### src/rtl/bf_stage16.sv
// Radix-2 SDF butterfly for stage 1 of the 32-point FFT: 16-deep delay line,
// g = b + a in FIRST, h*WN in SECOND, all results registered (1 clk latency).
module bf_stage16 #(
  parameter int DW      = 16,
  parameter int TW      = 8,
  parameter int TW_FRAC = 6,
  parameter int DEPTH   = 16
) (
  input  logic                 clk,
  input  logic                 rst,
  input  logic [1:0]           state,
  input  logic                 valid_i,
  input  logic signed [DW-1:0] a_r,
  input  logic signed [DW-1:0] a_i,
  input  logic signed [TW-1:0] wn_r,
  input  logic signed [TW-1:0] wn_i,
  output logic                 valid_o,
  output logic signed [DW-1:0] data_out_r,
  output logic signed [DW-1:0] data_out_i
);

  localparam int PW = DW + TW;
  localparam int MW = DW + TW + 1;
  localparam logic signed [DW-1:0] SMAX = {1'b0, {(DW-1){1'b1}}};
  localparam logic signed [DW-1:0] SMIN = {1'b1, {(DW-1){1'b0}}};
  localparam logic signed [MW-1:0] RND  = MW'(1 << (TW_FRAC - 1));

  typedef enum logic [1:0] {
    PH_IDLE   = 2'b00,
    PH_FIRST  = 2'b01,
    PH_SECOND = 2'b10,
    PH_WAIT   = 2'b11
  } phase_e;

  function automatic logic signed [DW-1:0] addsub_sat(input logic signed [DW-1:0] x,
                                                       input logic signed [DW-1:0] y,
                                                       input logic             sub);
    logic signed [DW:0] s;
    s = sub ? ({x[DW-1], x} - {y[DW-1], y}) : ({x[DW-1], x} + {y[DW-1], y});
    if (s[DW] != s[DW-1]) return s[DW] ? SMIN : SMAX;
    return s[DW-1:0];
  endfunction

  // Round half up at the twiddle's binary point, then clamp to DW bits.
  function automatic logic signed [DW-1:0] rnd_sat(input logic signed [MW-1:0] p);
    logic signed [MW-1:0] r;
    r = (p + RND) >>> TW_FRAC;
    if (r[MW-1:DW-1] == '0 || r[MW-1:DW-1] == '1) return r[DW-1:0];
    return r[MW-1] ? SMIN : SMAX;
  endfunction

  phase_e                phase;
  logic signed [DW-1:0]  sr_r_q [DEPTH];
  logic signed [DW-1:0]  sr_i_q [DEPTH];
  logic signed [DW-1:0]  b_r, b_i;
  logic signed [PW-1:0]  p_rr, p_ii, p_ri, p_ir;
  logic signed [MW-1:0]  m_re, m_im;
  logic                  shift_en;
  logic signed [DW-1:0]  sr_in_r, sr_in_i;
  logic signed [DW-1:0]  dout_r_d, dout_i_d, dout_r_q, dout_i_q;
  logic                  valid_d, valid_q;

  assign phase = phase_e'(state);

  always_comb begin
    b_r      = sr_r_q[DEPTH-1];
    b_i      = sr_i_q[DEPTH-1];
    p_rr     = PW'(b_r) * PW'(wn_r);
    p_ii     = PW'(b_i) * PW'(wn_i);
    p_ri     = PW'(b_r) * PW'(wn_i);
    p_ir     = PW'(b_i) * PW'(wn_r);
    m_re     = {p_rr[PW-1], p_rr} - {p_ii[PW-1], p_ii};
    m_im     = {p_ri[PW-1], p_ri} + {p_ir[PW-1], p_ir};
    shift_en = (phase != PH_IDLE);
    sr_in_r  = a_r;
    sr_in_i  = a_i;
    dout_r_d = '0;
    dout_i_d = '0;
    case (phase)
      PH_FIRST: begin
        dout_r_d = addsub_sat(b_r, a_r, 1'b0);
        dout_i_d = addsub_sat(b_i, a_i, 1'b0);
        sr_in_r  = addsub_sat(b_r, a_r, 1'b1);
        sr_in_i  = addsub_sat(b_i, a_i, 1'b1);
      end
      PH_SECOND: begin
        dout_r_d = rnd_sat(m_re);
        dout_i_d = rnd_sat(m_im);
      end
      default: ;
    endcase
    valid_d = valid_i & ((phase == PH_FIRST) | (phase == PH_SECOND));
  end

  // Register stage: delay line and output result
  always_ff @(posedge clk or negedge rst) begin
    if (!rst) begin
      for (int i = 0; i < DEPTH; i++) begin
        sr_r_q[i] <= '0;
        sr_i_q[i] <= '0;
      end
      dout_r_q <= '0;
      dout_i_q <= '0;
      valid_q  <= 1'b0;
    end else begin
      if (shift_en) begin
        sr_r_q[0] <= sr_in_r;
        sr_i_q[0] <= sr_in_i;
        for (int i = 1; i < DEPTH; i++) begin
          sr_r_q[i] <= sr_r_q[i-1];
          sr_i_q[i] <= sr_i_q[i-1];
        end
      end
      dout_r_q <= dout_r_d;
      dout_i_q <= dout_i_d;
      valid_q  <= valid_d;
    end
  end

  assign data_out_r = dout_r_q;
  assign data_out_i = dout_i_q;
  assign valid_o    = valid_q;

endmodule

### config.mk
export PLATFORM = sky130hd
export DESIGN_NAME = bf_stage16
export DESIGN_NICKNAME = d
export VERILOG_FILES = /design/src/rtl/bf_stage16.sv
export SDC_FILE = /design/constraint.sdc
export NUM_CORES = 2
export LEC_CHECK = 0
export CORE_ASPECT_RATIO = 1.2
export CORE_MARGIN = 2
export CORE_UTILIZATION = 40
export DETAILED_ROUTE_END_ITERATION = 8
export PLACE_DENSITY = 0.6
export RECOVER_POWER = 100
export SLEW_MARGIN = 25
export SYNTH_ARGS = -nofsm -noshare
export SYNTH_HDL_FRONTEND = slang
export SYNTH_SLANG_ARGS = --single-unit
### constraint.sdc
create_clock -name clk -period 7.53 [get_ports clk]
set_clock_uncertainty 0.05 [all_clocks]
set_input_delay 1.1295 -clock clk [delete_from_list [all_inputs] [get_ports clk]]
set_output_delay 1.1295 -clock clk [all_outputs]
set_load 0.005 [all_outputs]
Yosys cells after proc, flatten, opt, wreduce, memory -nomap -nowiden
Index checks and enable logic that the tools add are counted.
W data, S select, Z words.
- word-level logic and storage cells: 96
- bits in registers: 545
- input port bits: 53
- eq/ne operators: 8
- add/subtract/negate cells: 8
- reduce and logical (&&, ||, !) cells: 5
- bitwise logic cells: 2
- mux-type cells: 34
- multiply operators: 4
- operators with widths (kind ; count):
    $mux W16 ; 20
    $mul A16 B8 Y24 ; 4
    $pmux W16 S2 ; 2
    $add A25 B7 Y25 const B ; 2
    $add A16 B16 Y17 ; 2
    $sub A16 B16 Y17 ; 2
    $add A24 B24 Y25 ; 1
    $sub A24 B24 Y25 ; 1
    $eq A10 B10 Y1 const B ; 2
    $logic_not A10 Y1 ; 2
    $mux W1 ; 12
    $ne A1 B1 Y1 ; 4
    $eq A2 B1 Y1 const B ; 1
    $eq A2 B2 Y1 const B ; 1
    $logic_or A1 B1 Y1 ; 2
    $reduce_bool A2 Y1 ; 1
    $and A1 B1 Y1 ; 1
    $or A1 B1 Y1 ; 1

Longest topological paths before layout
- depth after elaboration: 9
- depth in mapped cells: 28
- mapped depth without buffers: 25

Worst setup path before layout
Ideal clock, no wire load.
- path kind: input-to-reg
- from: input wn_r[0]
- to: register dout_i_q[3] (netlist: data_out_i[3])
- data required time: 7.356 ns
- arrival time: 7.346 ns
- stages: 24
- path slack: 0.011 ns
- library setup time: 0.124 ns
- cell sequence: clkbuf_1 clkbuf_1 nand2_1 fa_1 inv_1 fa_1 fa_1 fa_1 fa_1 inv_1 fa_1 inv_1 ha_1 a21o_1 a21o_1 a22o_1 nor3_4 a31oi_1 or4b_1 a21oi_1 a211oi_1 o31a_4 buf_6 a211o_1
- word-level cells in the longest chain between the ends: 9
- elaborated cells on any way between the ends: 12
- classes of those cells: add/sub: 2; mul: 1; eq/ne: 1; mux: 6; reduce/logical: 2
- RTL lines (item ; line ; source):
    from (decl) ; 15 ; input logic signed [TW-1:0] wn_r,
    $mul A16 B8 Y24 * ; 71 ; p_ir = PW'(b_i) * PW'(wn_r);
    $add A24 B24 Y25 * ; 73 ; m_im = {p_ri[PW-1], p_ri} + {p_ir[PW-1], p_ir};
    $add A25 B7 Y25 * ; 47 ; r = (p + RND) >>> TW_FRAC;
    $eq A10 B10 Y1 or $logic_not A10 Y1 (tied branches) ; 48 ; if (r[MW-1:DW-1] == '0 || r[MW-1:DW-1] == '1) return r[DW-1:0];
    $logic_or A1 B1 Y1 ; 48 ;
    $mux W1 ; 48 ;
    $mux W1 ; 79 ; case (phase)
    $mux W16 * ; 49 ; return r[MW-1] ? SMIN : SMAX;
    $pmux W16 S2 * ; 79 ;
    via dout_i_d[3] ; 60 ; logic signed [DW-1:0] dout_r_d, dout_i_d, dout_r_q, dout_i_q;
    to (signal assigned) ; 115 ; dout_i_q <= dout_i_d;
    to (decl) ; 60 ;
The timed path passes the listed nets; every way through them passes the cells marked *. The select of a mux whose other input is x is not followed.
A chain may end at the register's enable or synchronous reset.

Worst setup path after layout
- from: input wn_r[2]
- to: register dout_r_q[2] (netlist: data_out_r[2])
- word-level cells in the longest chain between the ends: 9
- elaborated cells on any way between the ends: 12
- classes of those cells: add/sub: 2; mul: 1; eq/ne: 1; mux: 6; reduce/logical: 2
- RTL lines (item ; line ; source):
    $mul A16 B8 Y24 * ; 68 ; p_rr = PW'(b_r) * PW'(wn_r);
    $sub A24 B24 Y25 * ; 72 ; m_re = {p_rr[PW-1], p_rr} - {p_ii[PW-1], p_ii};
    $add A25 B7 Y25 * ; 47 ;
    $eq A10 B10 Y1 or $logic_not A10 Y1 (tied branches) ; 48 ;
    $logic_or A1 B1 Y1 ; 48 ;
    $mux W1 ; 48 ;
    $mux W1 ; 79 ;
    $mux W16 * ; 49 ;
    $pmux W16 S2 * ; 79 ;
    via dout_r_d[2] ; 60 ;
    to (signal assigned) ; 114 ; dout_r_q <= dout_r_d;
    to (decl) ; 60 ;
Marked as above.

==> results.md <==
- Ranking of synthesized cells by area: dfrtp_1 (32%), fa_1 (24%), mux2_2 (13%)
- Crit share post-route: between 90 and 100%
- Startpoint class of the critical path: input port
- Avg Vias per Cell: 4.90
- Top-area cell type share of the netlist area: around a third
- Ant. Diodes: 0
- First drt pass iteration count: 5
- RSZ-0062 raised after global routing: yes
- FF+latch count, synth: 545
- Syn_nets: 4,632
- Max H-tree Level: 2
- Share of cells above drive strength 1: about a fifth
- Clock slew at reported path FFs: 0.06 ns
- Hold buffers post-CTS: 0
- Synth Area per Inst: 10.9 µm²
- GR Util All Layers: 17.5%
- Hold depth: 2
- Final setup vio count: 0
- Die area: roughly 110,000 µm²
- DRC Markers: 0
- Max stage delay on crit path: 0.60 ns
- Top cell by count, worst path: inv_1
- Synthesized area: 42,300 µm²
- Number of global-route vias before repair: 27,900
- First-pass GRT wire length: 151 mm
- Post-synth top cells: inv_1 (654), dfrtp_1 (545), fa_1 (506)
- Chip width: 301 µm
- Final GP Congestion: 0.868
- Via count: between 20,000 and 30,000
- CP max FO: 13
- Area growth syn-to-layout: 13.7%
- First DRT Iteration DRCs: 1,588
- Post-Synthesis Cells: 3,863
- Min Tclk post-route: between 7 and 8 ns
- Total of max-cap violations: 4
- Routed WL per cell: roughly 17 µm
- Outcome: finished, violations left
- CTS sink count: 545
- FMAX: 137 MHz
- Violated checks: capacitance limit, slew limit
- Clk_lat worst skew: between 0.6 and 0.7 ns
- Hold endpoint: sr_i_q[255]$_DFFE_PN0P_
- CTS Root Cell: clkbuf_16
- Final ANT Viol Nets: 0
- Slowest cell on crit path: fa_1
- Final hold slack: 0.442 ns
- Worst rel slew slack: -290%
- I/O Buffers: 85
- Initial antenna violation count: 5
- Register area share after synthesis: 32.3%
- Gr ovfl total: 0
- Hold WC Path Type: flip-flop to flip-flop
- Leading area contributor after synthesis: dfrtp_1
- Most common cell in the netlist: inv_1
- Hold Crit Start: sr_i_q[255]$_DFFE_PN0P_
- Least-Margin Pin Slew: about 5.9 ns
- Core area: ~100,000 µm²
- Final Hold Vio Count: 0
- R2R Path Start: b_r[4]$_DFFE_PN0P_
- Site Rows: 130
- Worst r2r path cells: 23
- Die height: 360 µm
- Number of synthesized flops with an enable pin: 0
- I/O pin count: 86
- CP required: 7.92 ns
- Register-to-Register Setup Slack: 0.51 ns
- Crit path kind: input port to flip-flop
- Critical Path AT: roughly 7.7 ns
- Endpoint type of the worst setup path: flip-flop
- Reg2reg end: data_out_i[1]$_DFF_PN0_
- Starting density of the core: 40.3%
- WP buf/inv: 11
- Dominant synthesized flop cell: dfrtp_1
- Cell family with most CP delay: adder cells
- CTS Buf Count: 50
- Pin count of the biggest net entering global routing: 203
- Dpl hpwl: between 70 and 80 mm
- Synth unique cells: 76
- CTS tree: built
- Slew Limit Fails: 466
- Crit path launch: wn_r[2]
- Total Nets Final: 4,822
- Synth warn: 0
- Clk buf depth: 3
- Total wire length: just over 90 mm
- Asr flop ratio synth: 100%
-- through the flow --
stage,TNS [ns],instance area (µm²),worst slack (ns),cells,utilization (%)
CTS,0,47900,0.0948,5477,45.7
global route,-0.390,48000,-0.0469,5480,45.9
finish,0,48000,0.209,5480,45.9
floorplan,0,42300,0.0106,3863,-
detailed placement,-13.61,46100,-0.513,5384,44.0
global placement,-11.93,46100,-0.425,5384,44.0
-- metal layers --
metal  GRT usage [%]  share of wire (%)  vias up
li1                -                  -    12500
met1            24.0                 45    13800
met2            29.8                 50      399
met3            1.79                3.3      104
met4            4.26                2.3        2
met5               0              0.014        -
-- sequential cells by signal, indices dropped and copies added (netlist names) --
register    count
valid_o         1
b_i            16
sr_r_q        240
sr_i_q        240
b_r            16
data_out_i     16
data_out_r     16
-- layout by cell type, fill, tap and decap left out, drive strengths merged, types with 16 or more instances in the layout --
| master | Yosys | routed |
|---|---|---|
| inv | 654 | 656 |
| dfrtp | 545 | 545 |
| fa | 506 | 506 |
| mux2 | 481 | 481 |
| nand2 | 290 | 290 |
| buf | 21 | 231 |
| and2 | 224 | 224 |
| ha | 210 | 210 |
| nor2 | 173 | 173 |
| a21oi | 148 | 148 |
| clkbuf | 163 | 75 |
| xnor2 | 68 | 68 |
| clkdlybuf4s50 | 0 | 47 |
| nand2b | 40 | 40 |
| o21ai | 40 | 40 |
| dlygate4sd3 | 0 | 35 |
| xor2 | 29 | 29 |
| a21o | 26 | 26 |
| nor2b | 22 | 22 |
| nor3 | 21 | 21 |
| a211o | 19 | 19 |
| nand3 | 16 | 16 |
-- layout make-up --
type / count / area [µm²]
multi-input combinational: 2481 / 25600
fill: 9800 / 56700
sequential: 545 / 13600
tap: 1386 / 1730
inverter: 654 / 2450
clock inverter: 23 / 390
clock buffer: 70 / 1410
timing repair buffer: 321 / 2830
-- how the worst max path moves through the flow --
stage,to,slack (ns),depth (start not counted)
6_report,data_out_r[2]$_DFF_PN0_,0.21,29
5_1_grt,data_out_i[9]$_DFF_PN0_,-0.05,24
4_1_cts,data_out_i[14]$_DFF_PN0_,0.09,26
3_5_place_dp,data_out_i[14]$_DFF_PN0_,-0.51,26
3_3_place_gp,data_out_i[14]$_DFF_PN0_,-0.43,26
2_1_floorplan,data_out_i[3]$_DFF_PN0_,0.01,24
-- worst register-to-register path, cell delays in order, from the launching register on --
cell      delay (ns)
dfrtp_1         0.66
and2_1          0.33
fa_1            0.53
inv_1           0.05
fa_1            0.45
fa_1            0.54
inv_1           0.06
fa_1            0.49
fa_1            0.50
inv_1           0.05
fa_1            0.47
inv_1           0.04
ha_1            0.28
a21o_1          0.16
a21o_1          0.19
a22o_1          0.27
nor3_4          0.26
a31oi_4         0.15
buf_4           0.18
a31o_1          0.24
a311oi_2        0.27
o41ai_4         0.18
buf_12          0.18
a221o_1         0.31
-- timing repair --
| action | CTS | global route |
|---|---|---|
| setup buffers | 0 | 1 |
| resized for setup | 0 | 38 |
| endpoints found under the setup margin | 0 | 32 |
-- logic make-up after synthesis --
| kind of cell | Yosys count | share of synthesized area, % |
|---|---|---|
| xor+xnor | 97 | 2.01 |
| simple gates | 834 | 9.59 |
| buf+inv | 838 | 7.52 |
| mux | 485 | 12.9 |
| compound gates | 348 | 5.49 |
| flops | 545 | 32.3 |
| fa+ha+maj | 716 | 30.2 |
Power is left out: the tool's default activity adds up to more than one toggle a clock period on the data nets, which glitch-free logic cannot reach.
